<file path="src/rtl/regfile_wr_decoder.sv">
// Registered SEL_W-to-2^SEL_W write-enable decoder with valid/ready handshake,
// hardwired-zero-register masking and a clear sweep after reset or on request.
module regfile_wr_decoder #(
    parameter int SEL_W        = 5,
    parameter bit ZERO_REG_EN  = 1'b1,
    parameter int ZERO_REG_IDX = 31
) (
    input  logic                    clk,
    input  logic                    reset_n,
    input  logic                    wr_valid,
    input  logic [SEL_W-1:0]        wr_sel,
    output logic                    wr_ready,
    input  logic                    clear_req,
    output logic [(1<<SEL_W)-1:0]   wr_en_out,
    output logic                    clear_active,
    output logic                    clear_done,
    output logic                    zero_drop,
    output logic                    busy
);

    localparam int N = 1 << SEL_W;
    // One extra index bit marks the completion edge after onehot(N-1) is loaded.
    localparam logic [SEL_W:0]   SWEEP_END = {1'b1, {SEL_W{1'b0}}};
    localparam logic [SEL_W:0]   IDX_ONE   = {{SEL_W{1'b0}}, 1'b1};
    localparam logic [SEL_W-1:0] ZERO_SEL  = SEL_W'(ZERO_REG_IDX);

    typedef enum logic {SWEEP, RUN} state_t;

    state_t           state_q, state_d;
    logic [SEL_W:0]   sweep_idx_q, sweep_idx_d;
    logic [N-1:0]     wr_en_q, wr_en_d;
    logic             clear_active_q, clear_active_d;
    logic             clear_done_q, clear_done_d;
    logic             zero_drop_q, zero_drop_d;
    logic             busy_q, busy_d;

    always_comb begin
        // NOTE: every signal gets a default before the case so no path leaves
        // one unassigned; that is what keeps this block from inferring latches.
        state_d        = state_q;
        sweep_idx_d    = sweep_idx_q;
        wr_en_d        = '0;
        clear_active_d = 1'b0;
        clear_done_d   = 1'b0;
        zero_drop_d    = 1'b0;
        busy_d         = busy_q;
        wr_ready       = 1'b0;

        unique case (state_q)
            SWEEP: begin
                if (sweep_idx_q == SWEEP_END) begin
                    state_d      = RUN;
                    sweep_idx_d  = '0;
                    clear_done_d = 1'b1;
                    busy_d       = 1'b0;
                end else begin
                    wr_en_d[sweep_idx_q[SEL_W-1:0]] = 1'b1;
                    clear_active_d = 1'b1;
                    sweep_idx_d    = sweep_idx_q + IDX_ONE;
                end
            end
            RUN: begin
                wr_ready = !clear_req;
                if (clear_req) begin
                    state_d     = SWEEP;
                    sweep_idx_d = '0;
                    busy_d      = 1'b1;
                end else if (wr_valid) begin
                    // wr_sel is only looked at once the write is accepted.
                    if (ZERO_REG_EN && (wr_sel == ZERO_SEL)) begin
                        zero_drop_d = 1'b1;
                    end else begin
                        wr_en_d[wr_sel] = 1'b1;
                    end
                end
            end
        endcase
    end

    // NOTE: state registers use non-blocking assignments so every flop samples
    // the pre-edge values regardless of process ordering.
    always_ff @(posedge clk or negedge reset_n) begin
        if (!reset_n) begin
            state_q        <= SWEEP;
            sweep_idx_q    <= '0;
            wr_en_q        <= '0;
            clear_active_q <= 1'b0;
            clear_done_q   <= 1'b0;
            zero_drop_q    <= 1'b0;
            busy_q         <= 1'b1;
        end else begin
            state_q        <= state_d;
            sweep_idx_q    <= sweep_idx_d;
            wr_en_q        <= wr_en_d;
            clear_active_q <= clear_active_d;
            clear_done_q   <= clear_done_d;
            zero_drop_q    <= zero_drop_d;
            busy_q         <= busy_d;
        end
    end

    assign wr_en_out    = wr_en_q;
    assign clear_active = clear_active_q;
    assign clear_done   = clear_done_q;
    assign zero_drop    = zero_drop_q;
    assign busy         = busy_q;

endmodule

</file>
<file path="config.mk">
export PLATFORM = sky130hd
export DESIGN_NAME = regfile_wr_decoder
export DESIGN_NICKNAME = d
export VERILOG_FILES = /design/src/rtl/regfile_wr_decoder.sv
export SDC_FILE = /design/constraint.sdc
export NUM_CORES = 1
export LEC_CHECK = 0
export BUFFER_PORTS_ARGS = -buffer_cell sky130_fd_sc_hd__buf_2
export CORE_MARGIN = 1
export CORE_UTILIZATION = 40
export DETAILED_ROUTE_END_ITERATION = 10
export PLACE_DENSITY = 0.67
export SLEW_MARGIN = 20
export SYNTH_ARGS = -nofsm -noshare
export SYNTH_HDL_FRONTEND = slang
export SYNTH_SLANG_ARGS = --single-unit
</file>
<file path="constraint.sdc">
create_clock -name clk -period 3 [get_ports clk]
set_input_delay 0.45 -clock clk [delete_from_list [all_inputs] [get_ports clk]]
set_output_delay 0.45 -clock clk [all_outputs]
set_load 0.02 [all_outputs]
</file>
==> qor.csv <==
stage,metric,value,unit
run_status,outcome,"finished, final reports clean",
timing,TNS Setup,0,ps
power,Sw Pwr,557,uW
cells_and_area,Final #Nets,231,
cells_and_area,share of cells above drive strength 1,30.3,%
critical_path,CP Max Fanout,18,
critical_path,Critical Path Max Stage Delay,710,ps
floorplan,Ports,46,
route,number of routed nets with antenna violations,0,
clock_tree,CTS root buf,clkbuf_8,
grt,initial antenna violation count,0,
floorplan,Die H,71.8,um
floorplan,site row count,25,
cells_and_area,design area,0.00225,mm^2
run,MaxCap Viol Count,0,
route,Iter 0 DRT Violations,201,
grt,vias in the first global route,1403,
power,Clock Power Share,26.3,%
placement,Buffers on Ports,45,
floorplan,die area,0.00515,mm^2
timing,Tightest Pin Transition,927,ps
synthesis,mapped cell area,0.00195,mm^2
synthesis,Synth cell types,50,
synthesis,post-synthesis sequential area ratio,55.3,%
power,Switching Fraction,34.4,%
power,total power,1.62,mW
hold_path,type of the most critical hold path,in -> async,
power,Pleak,1.11,nW
clock_tree,H-tree level count,2,
grt,total global routing overflow,0,
placement,dpl cells,265,
floorplan,Core ar.,0.00469,mm^2
power,PwrDens,721,mW/mm^2
critical_path,crit end category,primary output,
synthesis,"FF+latch count, synth",43,
power,Comb power frac,26.6,%
timing,Fin. Hold Viols,0,
route,drt pass-1 iters,4,
clock_tree,postcts setup bufs,0,
cells_and_area,diode count,0,
clock_tree,hold_buf cts,0,
timing,fin crit period,2000,ps
timing,fmax,500,MHz
critical_path,Critical Path RT,2550,ps
clock_tree,cts bufs inserted,5,
cells_and_area,Area Overhead vs Synth,15.4,%
grt,GR Util All Layers,18.2,%
grt,first-pass GRT wire length,7.13,mm
timing,RSZ-0062 raised after global routing,false,
critical_path,worst setup path category,reg -> out,
placement,detailed placement HPWL,2.85,mm
clock_tree,CTS sink cnt,43,
power,total internal power,1.06,mW
clock_tree,"Gates resized, CTS repair",0,
cells_and_area,"Cell Count, Final, Fillers Out",272,
synthesis,Syn Nets,196,
floorplan,Die X-Extent,71.8,um
timing,"Slew Viols, Final",0,
power,VDD IR max,0.288,mV
placement,Final Wtd Congestion,0.826,
placement,placed cell areas,0.00214,mm^2
route,final WL,4.21,mm
clock_tree,clk_lat worst skew,300,ps
timing,Final Cycle Share,66.6,%
clock_tree,maximum clock path buffer count,2,
grt,largest net degree at the start of global routing,44,
route,wire per inst,15.5,um
clock_tree,"Reg clk slew, reported paths",80,ps
critical_path,Startpoint Class,flip-flop,
floorplan,Starting Density,41.5,%
critical_path,critical-path cell list,nor2b_1 -> buf_4 -> buf_2,
critical_path,slowest CP cell,dfrtp_1,
timing,clock skew,6.93,ps
clock_tree,CTS tree,built,
route,DR DRC count,0,
timing,slew margin rel.,38.2,%
synthesis,Syn Inst Count,183,
route,DR vias,1513,
timing,count of final setup violators,0,
synthesis,syn_area_per_cell,10.6,um^2
power,Flop pwr share,47.1,%
route,Via density,5.56,
critical_path,"Arr. time, crit path",1550,ps
synthesis,Synth Warn #,0,
final cells by class:
cell class              instances  area [um^2]
fillers                       447         2440
well taps                      54         67.6
repair buffers                 46          233
clock inverters                 1         30.0
multi-input cells             117          748
inverters                       5         18.8
clock buffers                   6         72.6
flip-flops and latches         43         1080
flip-flops by register name (all words and copies together) (netlist names):
register      count
sweep_idx_q       6
zero_drop         1
state_q           1
wr_en_out        32
clear_done        1
busy              1
clear_active      1
synth_stat cells (all sizes together):
library cell | number | share of area (%)
o211ai | 1 | 0.39
and3 | 1 | 0.32
nand3b | 3 | 1.2
ha | 4 | 2.6
inv | 5 | 0.96
and4b | 1 | 0.51
buf | 11 | 3.9
nor3 | 3 | 1.0
a311o | 1 | 0.51
nor2 | 6 | 1.2
a32o | 2 | 1.0
and4bb | 2 | 1.3
or3 | 1 | 0.32
nand4b | 2 | 1.7
or4 | 2 | 0.96
a22o | 1 | 0.45
a21oi | 1 | 0.26
a41o | 1 | 0.51
nand2b | 1 | 0.32
nor2b | 1 | 0.32
o311ai | 1 | 0.45
nor4b | 3 | 1.3
and2 | 1 | 0.32
nand3 | 4 | 1.0
o2bb2ai | 1 | 0.45
o21ai | 24 | 6.2
a2bb2o | 2 | 1.6
o31ai | 5 | 1.9
nor3b | 1 | 0.39
dfrtp | 42 | 54
or2 | 2 | 0.64
nand2 | 30 | 5.8
or3b | 2 | 0.90
xor2 | 1 | 0.45
dfstp | 1 | 1.3
a31oi | 1 | 0.32
nand4 | 3 | 0.96
a31o | 1 | 0.45
clkbuf | 7 | 1.5
o32ai | 1 | 0.45
worst paths after layout:
| check | start | endpoint | slack (ps) | cells past startpoint |
|---|---|---|---|---|
| setup / recovery | state_q | wr_ready | 1000 | 3 |
| hold / removal | reset_n | wr_en_out[31] | 290 | 1 |
| setup reg to reg | state_q | wr_en_out[24] | 1230 | 3 |
| hold reg to reg | busy | busy | 530 | 2 |
| max in group asynchronous | reset_n | wr_en_out[18] | 2130 | 1 |
| min in group clk | clear_req | busy | 460 | 3 |
stage by stage:
stage / utilization [%] / worst slack (ps) / hold WS (ps)
2_1_floorplan: - / 1400 / 154
3_3_place_gp: 45.7 / 1290 / 541
4_1_cts: 47.9 / 1010 / 317
3_5_place_dp: 45.7 / 1260 / 532
5_1_grt: 47.9 / 917 / 381
6_report: 47.9 / 1000 / 293
placed cells by master, fill, tap and decap left out, types with 2 or more instances in the layout:
cell      instances
a32o_1            2
and4bb_2          2
buf_2            45
clkbuf_8          5
dfrtp_1          42
ha_1              4
inv_1             4
nand2_1          30
nand3_1           4
nand3b_1          3
nand4_1           3
nor2_1            6
nor3_1            2
nor4b_1           3
o21ai_0          17
o21ai_1           7
o31ai_1           5
or2_2             2
or3b_2            2
metal layers:
layer	part of all wire, %	global-route usage (%)	vias up
li1	-	-	707
met1	45	24.8	736
met2	48	28.2	64
met3	6.2	4.50	6
met4	1.2	6.54	0
met5	0	0	-
critical path: cells and delay by family, from the launching register on:
kind                   cells  cell delay (ps)
buffers and inverters      2              330
DFF                        1              710
and+or+nand+nor            1              200
cell families (layout without fill, tap and decap cells):
kind of cell	Yosys count	in the layout	share of synthesized area [%]
DFF	43	43	55.3
buffers and inverters	23	58	6.29
adders and majority gates	4	4	2.57
and+or+nand+nor	69	69	20.4
AOI/OAI and AO/OA	43	43	15.0
xor gates and xnor gates	1	1	0.450
power groups by stage:
stage | clock network (mW) | logic (mW) | registers, mW
6_report | 0.427 | 0.431 | 0.763
5_1_grt | 0.458 | 0.472 | 0.777
4_1_cts | 0.433 | 0.429 | 0.762
3_5_place_dp | 0 | 0.426 | 0.773
3_3_place_gp | 0 | 0.426 | 0.769
2_1_floorplan | 0 | 0.277 | 0.789
Note: power is estimated with default switching activity, not from simulation.
